`config.mk`:
```
export PLATFORM = sky130hd
export DESIGN_NAME = product_accumulator
export DESIGN_NICKNAME = d
export VERILOG_FILES = /design/src/rtl/product_accumulator.sv
export SDC_FILE = /design/constraint.sdc
export NUM_CORES = 1
export LEC_CHECK = 0
export ABC_AREA = 0
export CORE_ASPECT_RATIO = 0.9
export CORE_UTILIZATION = 48
export DETAILED_ROUTE_END_ITERATION = 8
export PLACE_DENSITY_LB_ADDON = 0.1
export SLEW_MARGIN = 10
export SYNTH_ARGS = -nofsm -noshare
export SYNTH_HDL_FRONTEND = slang
export SYNTH_SLANG_ARGS = --single-unit
```
`constraint.sdc`:
```
create_clock -name clk -period 2.3 [get_ports clk]
set_clock_uncertainty 0.1 [all_clocks]
set_input_delay 0.345 -clock clk [delete_from_list [all_inputs] [get_ports clk]]
set_output_delay 0.345 -clock clk [all_outputs]
set_load 0.005 [all_outputs]
```
`src/rtl/product_accumulator.sv`:
```
// Purpose: sums groups of LEN unsigned 8-bit multiplier products into a saturating ACC_W-bit result.
// Latency: out_valid rises the cycle after the completing accept; minimum group period is LEN+1 cycles.
// Backpressure: in_ready drops while a result waits in OUT; result held until out_ready (clr aborts).
module product_accumulator #(
    parameter int LEN   = 4,
    parameter int ACC_W = 12
) (
    input  logic             clk,
    input  logic             rst_n,
    input  logic             clr,
    input  logic             in_valid,
    output logic             in_ready,
    input  logic [7:0]       in_prod,
    output logic             out_valid,
    input  logic             out_ready,
    output logic [ACC_W-1:0] out_sum,
    output logic             out_ovf
);

    typedef enum logic {
        ST_ACCUM = 1'b0,
        ST_OUT   = 1'b1
    } state_t;

    localparam logic [4:0] LAST_CNT = 5'(LEN - 1);

    state_t           state;
    logic [ACC_W-1:0] acc;
    logic [4:0]       cnt;
    logic             ovf;

    logic [ACC_W:0]   sum_ext;
    logic             carry;
    logic [ACC_W-1:0] sum_sat;
    logic             last;

    // One guard bit above the accumulator catches the carry for saturation.
    always_comb begin
        sum_ext = {1'b0, acc} + (ACC_W+1)'(in_prod);
        carry   = sum_ext[ACC_W];
        sum_sat = carry ? {ACC_W{1'b1}} : sum_ext[ACC_W-1:0];
    end

    assign last      = (cnt == LAST_CNT);
    assign in_ready  = (state == ST_ACCUM);
    assign out_valid = (state == ST_OUT);

    always_ff @(posedge clk or negedge rst_n) begin
        if (!rst_n) begin
            state   <= ST_ACCUM;
            acc     <= '0;
            cnt     <= '0;
            ovf     <= 1'b0;
            out_sum <= '0;
            out_ovf <= 1'b0;
        end else if (clr) begin
            // Abort wins over any same-cycle accept or output handshake; out_sum keeps its old value.
            state <= ST_ACCUM;
            acc   <= '0;
            cnt   <= '0;
            ovf   <= 1'b0;
        end else begin
            case (state)
                ST_ACCUM: begin
                    if (in_valid) begin
                        if (last) begin
                            out_sum <= sum_sat;
                            out_ovf <= ovf | carry;
                            state   <= ST_OUT;
                            acc     <= '0;
                            cnt     <= '0;
                            ovf     <= 1'b0;
                        end else begin
                            acc <= sum_sat;
                            ovf <= ovf | carry;
                            cnt <= cnt + 5'd1;
                        end
                    end
                end
                ST_OUT: begin
                    if (out_ready) begin
                        state <= ST_ACCUM;
                    end
                end
                default: state <= ST_ACCUM;
            endcase
        end
    end

endmodule
```
==> flow_summary.yaml, run 1 <==
run_status:
  status: "finished clean"
cells_and_area:
  fill_cells: 254
  drive_gt1_frac: 0.245
  final_core_util: 0.713
  stdcell_area_um2: 2480
  nets: 264
  diodes: 0
  area_growth_pct: 38.7
die:
  initial_utilization: 0.514
  rows: 20
  io_pins: 28
  core_um2: 3480
  die_h_um: 59.9
  fp.dieW_um: 66.4
  die_area_um2: 3980
route:
  drt_iter0_markers: 99
  via_count: 1583
  ant_nets: 0
  wire_per_inst_um: 15.6
  wl_mm: 4.44
  drc: 0
  first_pass_iters: 4
  via_per_inst: 5.55
timing:
  min_period_ns: 2.30
  slew_viol_final: 0
  rsz0062_at_grt: "yes"
  setup_ws_ns: 0.00389
  post-route-period-util: 0.998
  setup_tns_ns: 0
  finalSetupViolations: 0
  max_freq_mhz: 436
  max-slew-margin-rel: 0.458
  hold_viol: 0
  worstMarginPinSlew_ns: 0.813
synth:
  synth_area_leader_cell: "dfrtp_1"
  postSynthRegisterBits: 32
  async_reset_ff_frac: 1.00
  synth_area_leaders: "dfrtp_1 (45%), ha_1 (6.3%), o21ai_0 (5.9%), nand2_1 (5.5%), nor2_1 (3.6%)"
  synth_most_common_cell: "dfrtp_1"
  seq_area_frac_synth: 0.448
  yosysTopAreaCellShare: 0.448
  avgSynthCellArea_um2: 9.52
  ys.flop_type: "dfrtp_1"
  synth_common_cells: "dfrtp_1 (32), nand2_1 (26), o21ai_0 (21)"
  synth_edf_count: 0
  synth_cells: 188
  syn-num-nets: 211
  ys_types: 45
  synth_warnings: 0
  syn_area_um2: 1790
global_route:
  grt_pass1_vias: 1576
  busiest_layer: "met2"
  grt_overflow_total: 0
  grt_pass1_wl_mm: 7.27
  grtUsageMet3: 0.0534
  grt_use_met1: 0.341
  grt_start_max_net_pins: 33
  gr-usage-all-layers: 0.252
  grt_antenna_before_repair: 0
  grtUsageMet2: 0.397
power_and_ir_drop:
  power_density_nw_per_um2: 674
  peakVddDrop_mv: 0.435
  power_mw: 1.67
  leakage_nw: 1.15
placed_design:
  io_buffers: 27
  dpl_cell_area_um2: 2230
  gp_congestion: 0.807
  place_ws_ns: -0.462
  dpl.hpwl_mm: 3.04
critical_path:
  crit_path_start_kind: "register"
  cp_data_required_time_ns: 2.37
  crit_fanout: 2
  worstRegToRegCells: 8
  arrival_ns: 2.36
  crit_path_end_kind: "register"
  path_class: "register to register"
clock_tree:
  clockBufferDepth: 2
  cts_made_buffers: 5
  cts_root_buf: "clkbuf_8"
  hold_buffers: 0
  cts.sinks: 32
  htreeDepth: 2
  cts_tree: "built"
  cts.clk_slew.worst_paths_ns: 0.06
  insertion_delay_ns: 0.29
worst_hold_path:
  hp-class: "input pin to async pin"
job:
  cap_viol_max_count: 0
[report_power, final]
group / total, mW / leakage [nW] / internal (mW) / switching (mW)
Clock: 0.464 / 0.0503 / 0.266 / 0.198
Combinational: 0.543 / 0.661 / 0.293 / 0.250
Sequential: 0.666 / 0.435 / 0.626 / 0.0400
Total: 1.67 / 1.15 / 1.19 / 0.488
[cell families (layout without fill, tap and decap cells)]
kind of cell / count (synthesis) / after routing / share of synthesized area
buffers and inverters: 11 / 64 / 0.0315
DFF: 32 / 32 / 0.448
AOI/OAI and AO/OA: 59 / 59 / 0.223
xor gates and xnor gates: 8 / 8 / 0.0392
and+or+nand+nor: 65 / 65 / 0.167
muxes: 3 / 3 / 0.0175
adders and majority gates: 10 / 10 / 0.0741
[per-stage QoR]
| step | hold slack (ns) | std cells |
|---|---|---|
| after detailed placement | 0.363 | 273 |
| after CTS | 0.380 | 281 |
| final | 0.369 | 285 |
| after floorplan | -0.0506 | 188 |
| after global routing | 0.404 | 285 |
| after global placement | 0.358 | 273 |
[area by class of cell]
| class | instances | area, um^2 | share of cell area |
|---|---|---|---|
| Sequential cell | 32 | 801 | 0.323 |
| Timing Repair Buffer | 54 | 478 | 0.193 |
| Clock buffer | 7 | 96.3 | 0.0388 |
| Multi-Input combinational cell | 145 | 1040 | 0.419 |
| Inverter | 3 | 11.3 | 0.00454 |
| Tap cell | 44 | 55.1 | 0.0222 |
[final timing paths]
path                               from    endpoint  slack, ns
worst max register to register   acc[0]      acc[7]      0.004
min in group clk                out_ovf     out_ovf       0.38
worst min-delay path              rst_n  out_sum[3]       0.37
worst max-delay path             acc[0]      acc[7]      0.004
worst min register to register  out_ovf     out_ovf       0.38
max in group asynchronous         rst_n      cnt[1]       1.44
[flip-flops by register name, indices dropped and copies added, names as in the netlist]
name	count
acc	12
out_valid	1
out_ovf	1
cnt	5
out_sum	12
ovf	1
[routing by layer]
metal	part of all wire	wire [um]
met1	0.47	2080
met2	0.48	2150
met3	0.035	155
met4	0.014	60
met5	0	0
[what timing repair did]
action,CTS,global route
gates resized for setup,16,26
pin swaps,7,10
buffers inserted,1,4
gates cloned,0,0
endpoints found under the setup margin,26,26
[worst max-delay path: stages (launching register included)]
cell      delay (ns)
dfrtp_1         0.38
ha_2            0.18
buf_4           0.13
buf_4           0.12
a211oi_1        0.36
o21ai_0         0.24
a31oi_1         0.32
mux2i_1         0.24
nand3_1         0.09
[cell usage in the layout, fill, tap and decap left out, types with 2 or more instances in the layout]
cell type / netlist / final
nand3_1: 5 / 5
ha_2: 0 / 2
or3_1: 2 / 2
inv_1: 3 / 3
a21oi_1: 10 / 10
a21o_1: 5 / 5
a211oi_1: 3 / 3
buf_4: 1 / 26
nor3_1: 5 / 4
nor2_1: 17 / 9
clkdlybuf4s50_1: 0 / 25
a211oi_2: 2 / 2
o21ai_2: 0 / 3
mux2i_1: 2 / 2
dfrtp_1: 32 / 32
clkbuf_8: 0 / 7
nor2_4: 0 / 7
o31ai_1: 2 / 2
o21ai_1: 2 / 11
xor2_1: 4 / 4
nand2_1: 26 / 25
ha_1: 9 / 7
and2_1: 2 / 2
a22o_1: 3 / 3
o21ai_0: 21 / 9
xnor2_1: 4 / 3
(Power assumes the default switching activity.)
==> run 2: changes to the inputs <==
CORE_MARGIN = 1.5   (was unset)
==> flow_summary.yaml, run 2 (synthesized netlist as in run 1, its figures left out) <==
cells_and_area:
  final_cell_mix: "dfrtp_1 (32), nand2_1 (25), clkdlybuf4s50_1 (25), buf_4 (25), o21ai_0 (17)"
  final_common_cell: "dfrtp_1"
  final_core_util: 0.704
  drive_gt1_frac: 0.216
  diodes: 0
  nets: 264
  instances_no_fill: 285
  reg.largest.list: "acc x12, out_sum x12, cnt x5"
  area_growth_pct: 36.9
die:
  initial_utilization: 0.514
  die_area_um2: 4100
  core_um2: 3480
  die_h_um: 60.9
  fp.dieW_um: 67.4
  io_pins: 28
  rows: 20
critical_path:
  path_class: "register to register"
  arrival_ns: 2.34
  cp_data_required_time_ns: 2.37
  crit_path_end_kind: "register"
  crit_fanout: 5
  crit_path_start_kind: "register"
route:
  via_count: 1624
  first_pass_iters: 4
  drt_iter0_markers: 79
  drc: 0
  via_per_inst: 5.70
  ant_nets: 0
  wl_mm: 4.54
  wire_per_inst_um: 15.9
clock_tree:
  cts.sinks: 32
  cts_root_buf: "clkbuf_8"
  cts_tree: "built"
  hold_buffers: 0
  clockBufferDepth: 2
  cts.clk_slew.worst_paths_ns: 0.06
  cts_made_buffers: 5
  insertion_delay_ns: 0.28
  htreeDepth: 2
timing:
  max-slew-margin-rel: 0.370
  post-route-period-util: 0.988
  rsz0062_at_grt: "yes"
  finalSetupViolations: 0
  whs_ns: 0.361
  worstMarginPinSlew_ns: 0.946
  slew_viol_final: 0
  hold_viol: 0
  setup_tns_ns: 0
  max_freq_mhz: 440
  min_period_ns: 2.27
global_route:
  grt_pass1_vias: 1575
  gr-usage-all-layers: 0.245
  grt_overflow_total: 0
  grt_start_max_net_pins: 33
  grt_pass1_wl_mm: 7.25
  grt_antenna_before_repair: 0
placed_design:
  gp_congestion: 0.828
  dpl.hpwl_mm: 3.14
  io_buffers: 27
  place_inst: 272
run_status:
  status: "finished clean"
job:
  cap_viol_max_count: 0
worst_hold_path:
  hp-class: "input pin to async pin"
power_and_ir_drop:
  power_density_nw_per_um2: 645
  leakage_nw: 1.13
  power_mw: 1.58
  peakVddDrop_mv: 0.435
## run 2: cell count changes in the layout (fill, tap and decap cells not counted), moves of 2 or more
cell / previous run / this run
o21ai_0: 9 / 17
o21ai_1: 11 / 6
nor2_4: 7 / 3
nor2_2: 1 / 4
o21ai_2: 3 / 0
clkbuf_8: 7 / 5
ha_2: 2 / 0
## run 2: worst max-delay path: stages (launching register included)
cell,delay (ns)
dfrtp_1,0.41
ha_4,0.18
fa_2,0.34
a21o_1,0.23
a221oi_4,0.23
buf_6,0.17
a211oi_4,0.08
o21bai_1,0.20
a22o_1,0.24
## run 2: worst paths after layout
check                        endpoint       start  cells after the start  slack (ns)
setup / recovery               acc[9]      acc[0]                      8        0.03
hold / removal             out_sum[5]       rst_n                      2        0.36
setup reg to reg               acc[9]      acc[0]                      8        0.03
hold reg to reg            out_sum[5]  out_sum[5]                      2        0.39
max in group asynchronous  out_sum[4]       rst_n                      2        1.43
min in group clk           out_sum[5]  out_sum[5]                      2        0.39
## run 2: what timing repair did
action,CTS,global route
hold endpoints to repair,0,0
endpoints found under the setup margin,26,26
resized for setup,8,18
pin swaps,8,5
buffers inserted,3,3
## run 2: per-stage QoR
step,instance area (um^2),setup WS (ns)
after floorplan,1790,0.0544
after CTS,2370,-0.0167
after global placement,2240,-0.464
final,2450,0.0278
after global routing,2450,-0.0582
after detailed placement,2240,-0.518
## run 2: area by class of cell
class	count	area [um^2]
clock inverter	1	5.00
fill	267	1030
timing repair buffer	54	490
tap	44	55.1
sequential	32	801
clock buffer	6	72.6
multi-input combinational	145	1010
inverter	3	11.3
## run 2: report_power, final
group          total (mW)  internal [mW]  switching (mW)
clock               0.397          0.205           0.192
combinational       0.517          0.275           0.242
sequential          0.666          0.626          0.0404
## run 2: layer usage
layer,up-vias,global-route usage,routed length [um]
li1,774,-,-
met1,797,0.318,2030
met2,42,0.405,2210
met3,11,0.0538,185
met4,0,0.0991,114
met5,-,0,0
==> run 3: changes to the inputs <==
CORE_UTILIZATION = 56   (was 48)
DONT_BUFFER_PORTS = 1   (was unset)
==> flow_summary.yaml, run 3 (synthesized netlist as in run 1, its figures left out) <==
run_status:
  status: "complete, but fails checks"
  violations: "setup timing"
route:
  ant_nets: 0
  drc: 0
  wire_per_inst_um: 15.3
  via_count: 1441
  via_per_inst: 5.83
  drt_iter0_markers: 66
  first_pass_iters: 4
  wl_mm: 3.79
die:
  die_h_um: 56.6
  rows: 19
  core_um2: 3040
  io_pins: 28
  initial_utilization: 0.588
  fp.dieW_um: 62.6
  die_area_um2: 3540
global_route:
  grt_antenna_before_repair: 0
  gr-usage-all-layers: 0.239
  grt_pass1_vias: 1444
  grt_start_max_net_pins: 33
  grt_pass1_wl_mm: 6.49
  grt_overflow_total: 0
clock_tree:
  clockBufferDepth: 2
  cts_root_buf: "clkbuf_4"
  insertion_delay_ns: 0.34
  cts_made_buffers: 5
  cts.clk_slew.worst_paths_ns: 0.10
  htreeDepth: 2
  cts.sinks: 32
  cts_tree: "built"
placed_design:
  gp_congestion: 0.851
  io_buffers: 0
  place_inst: 229
  place_ws_ns: -0.0737
  dpl.hpwl_mm: 2.68
timing:
  rsz0062_at_grt: "yes"
  post-route-period-util: 1.01
  hold_viol: 0
  whs_ns: 0.159
  max_freq_mhz: 431
  min_period_ns: 2.32
  finalSetupViolations: 1
  slew_viol_final: 0
  setup_ws_ns: -0.0182
  max-slew-margin-rel: 0.583
  worstMarginPinSlew_ns: 0.625
power_and_ir_drop:
  power_mw: 1.36
  power_density_nw_per_um2: 652
  peakVddDrop_mv: 0.496
  leakage_nw: 0.968
critical_path:
  cp_data_required_time_ns: 2.43
  crit_fanout: 5
  worstRegToRegCells: 8
  crit_path_end_kind: "register"
  arrival_ns: 2.45
  crit_path_start_kind: "register"
  path_class: "register to register"
  r2r_slack_ns: -0.02
cells_and_area:
  nets: 227
  final_cell_mix: "dfrtp_1 (32), nand2_1 (25), o21ai_0 (15)"
  diodes: 0
  drive_gt1_frac: 0.205
  final_common_cell: "dfrtp_1"
  area_growth_pct: 16.7
  instances_no_fill: 247
  reg.largest.list: "acc x12, out_sum x12, cnt x5"
job:
  cap_viol_max_count: 0
worst_hold_path:
  worstHoldPathCells: 3
  hp-class: "input pin to register"
run 3: changes by cell type in the layout (fill, tap and decap cells not counted), moves of 3 or more:
cell	change
buf_4	-14
clkbuf_4	+5
clkbuf_8	-4
clkdlybuf4s50_1	-25
dlygate4sd3_1	+3
run 3: through the flow:
step / setup TNS, ns / instance area, um^2 / util
6_report: -0.0182 / 2090 / 0.686
2_1_floorplan: 0 / 1790 / -
4_1_cts: 0 / 1990 / 0.655
3_3_place_gp: -0.0813 / 1860 / 0.612
5_1_grt: -0.371 / 2090 / 0.686
3_5_place_dp: -1.04 / 1860 / 0.612
run 3: worst max-delay path: stages, from the launching register on:
cell and delay (ns):
dfrtp_1 0.40, ha_2 0.18, fa_2 0.35, a21o_1 0.23, a221oi_4 0.24, buf_6 0.17
nand3b_1 0.12, a32oi_2 0.13, mux2_4 0.30
run 3: where the power goes:
part           internal, mW  switching [mW]
Clock                 0.145           0.189
Combinational         0.161           0.191
Sequential            0.625          0.0508
Total                 0.931           0.431
run 3: final cells by class:
type                            instances  area, um^2
Multi-Input combinational cell        145         998
Inverter                                3        11.3
Clock buffer                            6        51.3
Clock inverter                          2        10.0
Timing Repair Buffer                   17         164
Sequential cell                        32         801
Fill cell                             277         955
Tap cell                               42        52.6
run 3: repair_timing:
| item | in CTS | in global routing |
|---|---|---|
| hold buffers | 4 | 0 |
| setup buffers | 2 | 4 |
| hold endpoints to repair | 35 | 0 |
| pin swaps | 2 | 5 |
| setup endpoints to repair | 25 | 25 |
| gates resized for setup | 2 | 22 |
run 3: path summary, 6_finish.rpt:
check,start,endpoint
max in group asynchronous,rst_n,out_sum[6]
hold reg to reg,acc[2],acc[2]
hold / removal,clr,ovf
min in group asynchronous,rst_n,acc[9]
setup reg to reg,acc[0],out_sum[8]
setup / recovery,acc[0],out_sum[8]
run 3: routing by layer:
metal / share of wire / vias to the layer above / track usage
li1: - / 706 / -
met3: 0.059 / 10 / 0.0882
met5: 0 / - / 0
met4: 0.021 / 0 / 0.0794
met2: 0.46 / 37 / 0.372
met1: 0.46 / 688 / 0.311
